File: src/rtl/register_access_bridge.sv
// ---------------------------------------------------------------------------
// register_access_bridge
//
// Master-side bridge between a valid/ready request/response channel and a
// simple register-block bus (address / write_enable / write_data /
// read_enable / read_data). It handles one transaction at a time.
//
// Each transaction runs in this order:
//   - Accept edge: the request is latched onto the bus registers.
//   - Setup cycle: address and write_data are driven and already stable.
//   - Strobe cycle: write_enable or read_enable is high for exactly one cycle.
//     read_data is captured at the end of this cycle.
//   - Response: rsp_valid is held until rsp_ready is seen.
//
// The setup cycle means the bus address is stable for a full cycle before
// the strobe. This gives the edge spacing
//   handshake N -> strobe N+1 -> rsp_valid N+2 -> completion N+3.
//
// Configuration macro: REG_BRIDGE_WRITE_ACK_EN
//   - defined:   writes also return a response (rsp_write=1, rsp_rdata=0).
//   - undefined: writes return straight to IDLE and only reads respond.
//
// All outputs are registered. Reset is synchronous and active-low.
// ---------------------------------------------------------------------------
module register_access_bridge #(
  parameter int ADDR_WIDTH  = 33,
  parameter int WDATA_WIDTH = 33,
  parameter int RDATA_WIDTH = 21
) (
  input  logic                   clock,
  input  logic                   reset,
  // request channel
  input  logic                   req_valid,
  output logic                   req_ready,
  input  logic                   req_write,
  input  logic [ADDR_WIDTH-1:0]  req_addr,
  input  logic [WDATA_WIDTH-1:0] req_wdata,
  // response channel
  output logic                   rsp_valid,
  input  logic                   rsp_ready,
  output logic                   rsp_write,
  output logic [RDATA_WIDTH-1:0] rsp_rdata,
  // register-block bus
  output logic [ADDR_WIDTH-1:0]  address,
  output logic                   write_enable,
  output logic [WDATA_WIDTH-1:0] write_data,
  output logic                   read_enable,
  input  logic [RDATA_WIDTH-1:0] read_data
);

  typedef enum logic [1:0] {
    IDLE   = 2'd0,
    ACCESS = 2'd1,
    RESP   = 2'd2
  } state_t;

  state_t                 state_q;
  logic                   req_ready_q;
  logic                   rsp_valid_q;
  logic                   rsp_write_q;
  logic [RDATA_WIDTH-1:0] rsp_rdata_q;
  logic [ADDR_WIDTH-1:0]  address_q;
  logic [WDATA_WIDTH-1:0] write_data_q;
  logic                   write_enable_q;
  logic                   read_enable_q;

  // A strobe is already high exactly when ACCESS is in its strobe cycle.
  logic strobe_active;
  assign strobe_active = write_enable_q | read_enable_q;

  // Transaction sequencer; every output is a register updated here.
  always_ff @(posedge clock) begin
    if (!reset) begin
      state_q        <= IDLE;
      req_ready_q    <= 1'b1;
      rsp_valid_q    <= 1'b0;
      rsp_write_q    <= 1'b0;
      rsp_rdata_q    <= '0;
      address_q      <= '0;
      write_data_q   <= '0;
      write_enable_q <= 1'b0;
      read_enable_q  <= 1'b0;
    end else begin
      unique case (state_q)
        IDLE: begin
          // req_ready_q is high throughout IDLE, so req_valid is the handshake.
          if (req_valid && req_ready_q) begin
            address_q   <= req_addr;
            rsp_write_q <= req_write;
            // Reads leave write_data untouched on the bus.
            if (req_write) begin
              write_data_q <= req_wdata;
            end
            req_ready_q <= 1'b0;
            state_q     <= ACCESS;
          end
        end

        ACCESS: begin
          if (!strobe_active) begin
            // Setup cycle done: raise exactly one strobe for one cycle.
            write_enable_q <= rsp_write_q;
            read_enable_q  <= ~rsp_write_q;
          end else begin
            // Strobe cycle done: drop the strobe and capture the result.
            write_enable_q <= 1'b0;
            read_enable_q  <= 1'b0;
            if (rsp_write_q) begin
              rsp_rdata_q <= '0;
`ifdef REG_BRIDGE_WRITE_ACK_EN
              rsp_valid_q <= 1'b1;
              state_q     <= RESP;
`else
              // Fire-and-forget write: no response, ready for the next request.
              req_ready_q <= 1'b1;
              state_q     <= IDLE;
`endif
            end else begin
              rsp_rdata_q <= read_data;
              rsp_valid_q <= 1'b1;
              state_q     <= RESP;
            end
          end
        end

        RESP: begin
          // Hold rsp_rdata and rsp_write until the consumer takes them.
          if (rsp_ready) begin
            rsp_valid_q <= 1'b0;
            req_ready_q <= 1'b1;
            state_q     <= IDLE;
          end
        end

        default: begin
          state_q <= IDLE;
        end
      endcase
    end
  end

  assign req_ready    = req_ready_q;
  assign rsp_valid    = rsp_valid_q;
  assign rsp_write    = rsp_write_q;
  assign rsp_rdata    = rsp_rdata_q;
  assign address      = address_q;
  assign write_data   = write_data_q;
  assign write_enable = write_enable_q;
  assign read_enable  = read_enable_q;

endmodule

File: config.mk
export PLATFORM = sky130hd
export DESIGN_NAME = register_access_bridge
export DESIGN_NICKNAME = d
export VERILOG_FILES = /design/src/rtl/register_access_bridge.sv
export SDC_FILE = /design/constraint.sdc
export NUM_CORES = 1
export LEC_CHECK = 0
export CORE_MARGIN = 2
export CORE_UTILIZATION = 58
export CTS_BUF_LIST = sky130_fd_sc_hd__clkbuf_2
export DETAILED_ROUTE_END_ITERATION = 16
export DONT_BUFFER_PORTS = 1
export PLACE_DENSITY = 0.76
export SYNTH_ARGS = -nofsm -noshare
export SYNTH_HDL_FRONTEND = slang
export SYNTH_SLANG_ARGS = --single-unit
File: constraint.sdc
create_clock -name clock -period 1.7 [get_ports clock]
set_input_delay 0.34 -clock clock [delete_from_list [all_inputs] [get_ports clock]]
set_output_delay 0.34 -clock clock [all_outputs]
set_load 0.1 [all_outputs]
# After elaboration in Yosys (flattened, before gate mapping)
# Cells that the tools add are included.
dict set report word_totals {
  regBits 94
  word_cells 45
}
dict set report op_classes {
  bitwise_logic 2
  eq_ne 7
  n_reduce_logical 10
  mux 17
}
# op n
set op_table {}
lappend op_table {{2-to-1 mux 21 bit} 1}
lappend op_table {{!= test 2 bit, second input constant} 5}
lappend op_table {{2-to-1 mux 1 bit} 9}
lappend op_table {{2-to-1 mux 2 bit} 4}
lappend op_table {{case mux 2 bit (3 select lines)} 1}
lappend op_table {{AND reduction 3 bit} 2}
lappend op_table {{AND reduction 5 bit} 1}
lappend op_table {{AND reduction 2 bit} 2}
lappend op_table {{AND reduction 4 bit} 1}
lappend op_table {{case mux 1 bit (3 select lines)} 1}
lappend op_table {{nonzero test 3 bit} 1}
lappend op_table {{equality test 2 x 1 -> 1 bit, second input constant} 1}
lappend op_table {{equality test 2 bit, second input constant} 1}
lappend op_table {{zero test 2 bit} 1}
lappend op_table {{case mux 1 bit (2 select lines)} 1}
lappend op_table {{nonzero test 2 bit} 1}
lappend op_table {{logical AND 1 bit} 1}
lappend op_table {{NOT 1 bit} 1}
lappend op_table {{bitwise OR 1 bit} 1}

# Longest topological paths before layout
dict set report depth {
  word_depth 3
  depth_mapped 9
  depth_no_buf 6
}

# Worst setup path after synthesis
# No wires, ideal clock.
dict set report synth_timing {
  kind {register to register}
  startpoint {register write_enable_q, in the netlist write_enable}
  endpoint {register req_ready_q, in the netlist req_ready}
  t_required_ns 1.578
  period_less_slack_ns 2.250
  arrival_ns 2.128
  setup_ns 0.122
  stages_incl_launch_ff 5
  path_slack_ns -0.550
  cell_sequence {dfxtp_1 > nor2_2 > a222oi_1 > a21boi_1 > a311o_1}
}
dict set report synth_via {
  elab_chain_cells 3
}
# item line_no
set synth_rtl {}
lappend synth_rtl {{from (decl)} 64} ;# logic write_enable_q;
lappend synth_rtl {{from (signal assigned)} 102} ;# write_enable_q <= rsp_write_q;
lappend synth_rtl {{bitwise OR 1 bit} 69} ;# assign strobe_active = write_enable_q | read_enable_q;
lappend synth_rtl {{!= test 2 bit (no line)} -}
lappend synth_rtl {{AND reduction 5 bit (no line)} -}
lappend synth_rtl {{to (signal assigned)} 75} ;# req_ready_q <= 1'b1;
lappend synth_rtl {{to (signal assigned)} 94} ;# req_ready_q <= 1'b0;
lappend synth_rtl {{to (signal assigned)} 115} ;# req_ready_q <= 1'b1;
lappend synth_rtl {{to (decl)} 58} ;# logic req_ready_q;
# No other way between the ends.
# A chain may end at the register's enable or synchronous reset.

# Worst setup path after layout
dict set report layout_timing {
  startpoint {register state_q[0]}
  endpoint {register address_q[23], in the netlist address[23]}
}
dict set report layout_via {
  elab_chain_cells 2
}
# item line_no
set layout_rtl {}
lappend layout_rtl {{from (decl)} 57} ;# state_t state_q;
lappend layout_rtl {{from (signal assigned)} 74} ;# state_q <= IDLE;
lappend layout_rtl {{from (signal assigned)} 95} ;# state_q <= ACCESS;
lappend layout_rtl {{from (signal assigned)} 116} ;# state_q <= IDLE;
lappend layout_rtl {{zero test 2 bit} 84} ;# unique case (state_q)
lappend layout_rtl {{AND reduction 2 bit (no line)} -}
lappend layout_rtl {{to (signal assigned)} 88} ;# address_q <= req_addr;
lappend layout_rtl {{to (decl)} 62} ;# logic [ADDR_WIDTH-1:0] address_q;
# No other way between the ends.

==> metrics.json <==
{
  "cts_tree": "done",
  "combinationalPowerShare": 0.539,
  "areaGrowthSynthToFinish_pct": 58.4,
  "post_route_minimum_period_ps": 1720,
  "clock-sinks": 94,
  "critical_path.max_fanout": 33,
  "min_path_type": "in -> reg",
  "clockBufferDepth": 2,
  "placer_congestion": 0.885,
  "first_global_vias": 3996,
  "drt-total-wl_mm": 14.3,
  "synth-compound-area-share": 0.174,
  "clkSlewWorstSetupHoldPaths_ps": 270,
  "final-instance-count-excl-fill": 660,
  "ys_warn_count": 0,
  "dpl.hpwl_mm": 5.92,
  "cts_made_buffers": 9,
  "outcome": "complete, but fails checks",
  "fill_cells": 144,
  "core_area_um2": 5540,
  "mappedNetlistArea_um2": 3330,
  "die_area_um2": 6370,
  "synth-seq-area-share": 0.565,
  "synthesis.nets": 503,
  "drive_gt1_frac": 0.235,
  "synth_xor_xnor_area_share": 0,
  "timing.critical_path.to_type": "register",
  "antenna_found_initial": 0,
  "worst_ep_arrival_time_ps": 2180,
  "switchingPower_mw": 4.61,
  "finalMaxSlewViolations": 0,
  "vdd.ir_drop.worst_mv": 1.11,
  "ctsRootBufferMaster": "sky130_fd_sc_hd__clkbuf_2",
  "report.final.setup_viol": 1,
  "required_ps": 2160,
  "synth_largest_area_cell": "sky130_fd_sc_hd__dfxtp_1",
  "slew_headroom": 0.515,
  "routed_wire_length_per_instance_um": 21.7,
  "tightestPinTransition_ps": 726,
  "total_power_after_layout_mw": 8.77,
  "grt_remaining_overflow": 0,
  "element_type_at_the_critical_path_start": "register",
  "seqPwrFrac": 0.316,
  "viasPerCell": 6.14,
  "synth_simple_gate_area_frac": 0.200,
  "violations": "hold timing, setup timing",
  "synth_top_area_share": 0.565,
  "worstSkewPairLatency_ps": 540,
  "dieHeight_um": 79.8,
  "design.portCount": 184,
  "groute.usage.overall": 0.426,
  "post_synth_inst_count": 405,
  "io_buffer_count": 0,
  "synth_top_family_by_area": "simple AND/OR/NAND/NOR gates",
  "pre_cts_slack_ps": 24.4,
  "switching_share": 0.526,
  "via_count": 4052,
  "finalHoldViolations": 1,
  "dr.pass1.iters": 5,
  "layout_setup_ws_ps": -17.1,
  "synth.top_cells.by_area": "sky130_fd_sc_hd__dfxtp_1 (56%), sky130_fd_sc_hd__nand2_1 (15%), sky130_fd_sc_hd__a21oi_1 (10%)",
  "n_antenna_cell": 0,
  "path_class": "reg -> reg",
  "timing.max_cap.violations": 0,
  "starting_density": 0.602,
  "timing.fmax_mhz": 582,
  "setup-tns-final_ps": -17.1,
  "synthesis.area_per_instance_um2": 8.23,
  "regToRegSetupSlack_ps": -20,
  "synth.distinct_cells": 25,
  "grt_first_pass_wirelength_mm": 20.5,
  "dr.first_iter.drc_count": 407,
  "p_int_mw": 4.16,
  "register_cell_area_after_layout_um2": 1900,
  "fin_hold_ws_ps": -11.7,
  "antenna_left": 0,
  "placed_cells_incl_taps": 553,
  "final_min_period_over_clock_period": 1.01,
  "placement_rows": 27,
  "synth_mux_area_frac": 0,
  "power.static_leakage_nw": 2.20,
  "postSynthRegisterBits": 94,
  "power-per-cell-area_nw_per_um2": 1660,
  "drc_errors": 0,
  "grt_max_degree": 36,
  "die_w_um": 79.8,
  "nNetsFinal": 681,
  "clock_tree.htree_level_count": 3,
  "multi_input_comb_area_um2": 1370,
  "synth_adder_area_share": 0.0225,
  "fin_worst_skew_ps": 34.2,
  "clk_network_pwr_share": 0.145
}
cell usage after synthesis, drive strengths merged:
library cell	n
nand2	136
dfxtp	94
a21oi	69
nor2	26
clkbuf	23
a22oi	21
ha	6
buf	5
inv	5
o21ai	4
nand3	2
nor2b	2
o31ai	2
a21boi	1
a222oi	1
a311o	1
a311oi	1
a31oi	1
and2	1
and3	1
nand2b	1
nand3b	1
or2b	1
sequential cells by signal, indices dropped and copies added (netlist names):
register / cells
write_enable: 1
state_q: 2
req_ready: 1
rsp_valid: 1
read_enable: 1
write_data: 33
rsp_rdata: 21
address: 33
rsp_write: 1
metal layers:
layer  share of wire  track usage  routed length [um]
met1            0.32        0.436                4660
met2            0.49        0.757                7040
met3            0.11        0.133                1570
met5               0            0                   0
met4           0.075        0.254                1080
path summary, 6_finish.rpt:
path / start / depth (start not counted) / endpoint
min reg2reg: write_data[6] / 2 / write_data[6]
min: read_data[5] / 2 / rsp_rdata[5]
max: state_q[0] / 6 / address[23]
max reg2reg: state_q[0] / 6 / address[23]
cell usage in the layout, fill, tap and decap left out, types with 4 or more instances in the layout:
cell type                         n
sky130_fd_sc_hd__buf_12           5
sky130_fd_sc_hd__dfxtp_4          4
sky130_fd_sc_hd__dfxtp_1         88
sky130_fd_sc_hd__nand2_1        135
sky130_fd_sc_hd__a22oi_1         21
sky130_fd_sc_hd__a21oi_1         69
sky130_fd_sc_hd__clkbuf_2        12
sky130_fd_sc_hd__buf_4           99
sky130_fd_sc_hd__dlygate4sd3_1   89
sky130_fd_sc_hd__nor2_1          25
area by class of cell:
class / instances / share of cell area
flip-flops and latches: 94 / 0.360
clock buffers: 12 / 0.0114
clock inverters: 4 / 0.0135
repair buffers: 195 / 0.335
multi-input cells: 278 / 0.259
well taps: 72 / 0.0171
inverters: 5 / 0.00403
cells by family (layout without fill, tap and decap cells):
kind of cell / count (synthesis) / in the layout
AO/OA/AOI/OAI: 101 / 101
adder cells (fa/ha/maj): 6 / 6
buffers and inverters: 33 / 216
flip-flops: 94 / 94
AND/OR/NAND/NOR: 171 / 171
worst max-delay path: stages (launching register included):
cell and delay [ps]:
sky130_fd_sc_hd__dfxtp_4 430, sky130_fd_sc_hd__inv_2 110, sky130_fd_sc_hd__ha_4 170, sky130_fd_sc_hd__and3_4 230
sky130_fd_sc_hd__buf_6 260, sky130_fd_sc_hd__nand2_1 160, sky130_fd_sc_hd__a21oi_1 270
metrics by stage:
step	cell area, um^2	utilization
3_3_place_gp	4170	0.752
3_5_place_dp	4170	0.752
6_report	5280	0.953
4_1_cts	5190	0.937
5_1_grt	5280	0.953
2_1_floorplan	3360	-
power groups by stage:
stage / registers, mW / clock network (mW) / logic [mW]
2_1_floorplan: 5.18 / 0 / 0.890
3_3_place_gp: 2.74 / 0 / 4.09
3_5_place_dp: 2.76 / 0 / 4.15
4_1_cts: 2.71 / 1.21 / 4.33
5_1_grt: 2.79 / 1.34 / 4.82
6_report: 2.77 / 1.27 / 4.73
repair_timing:
item | in CTS | in global routing
hold buffers | 89 | 1
gates resized for setup | 1 | 14
pin swaps | 0 | 1
setup buffers | 0 | 1
endpoints found under the hold margin | 88 | 1
cloned | 0 | 1
setup endpoints to repair | 4 | 90
Note: power is estimated with default switching activity, not from simulation.
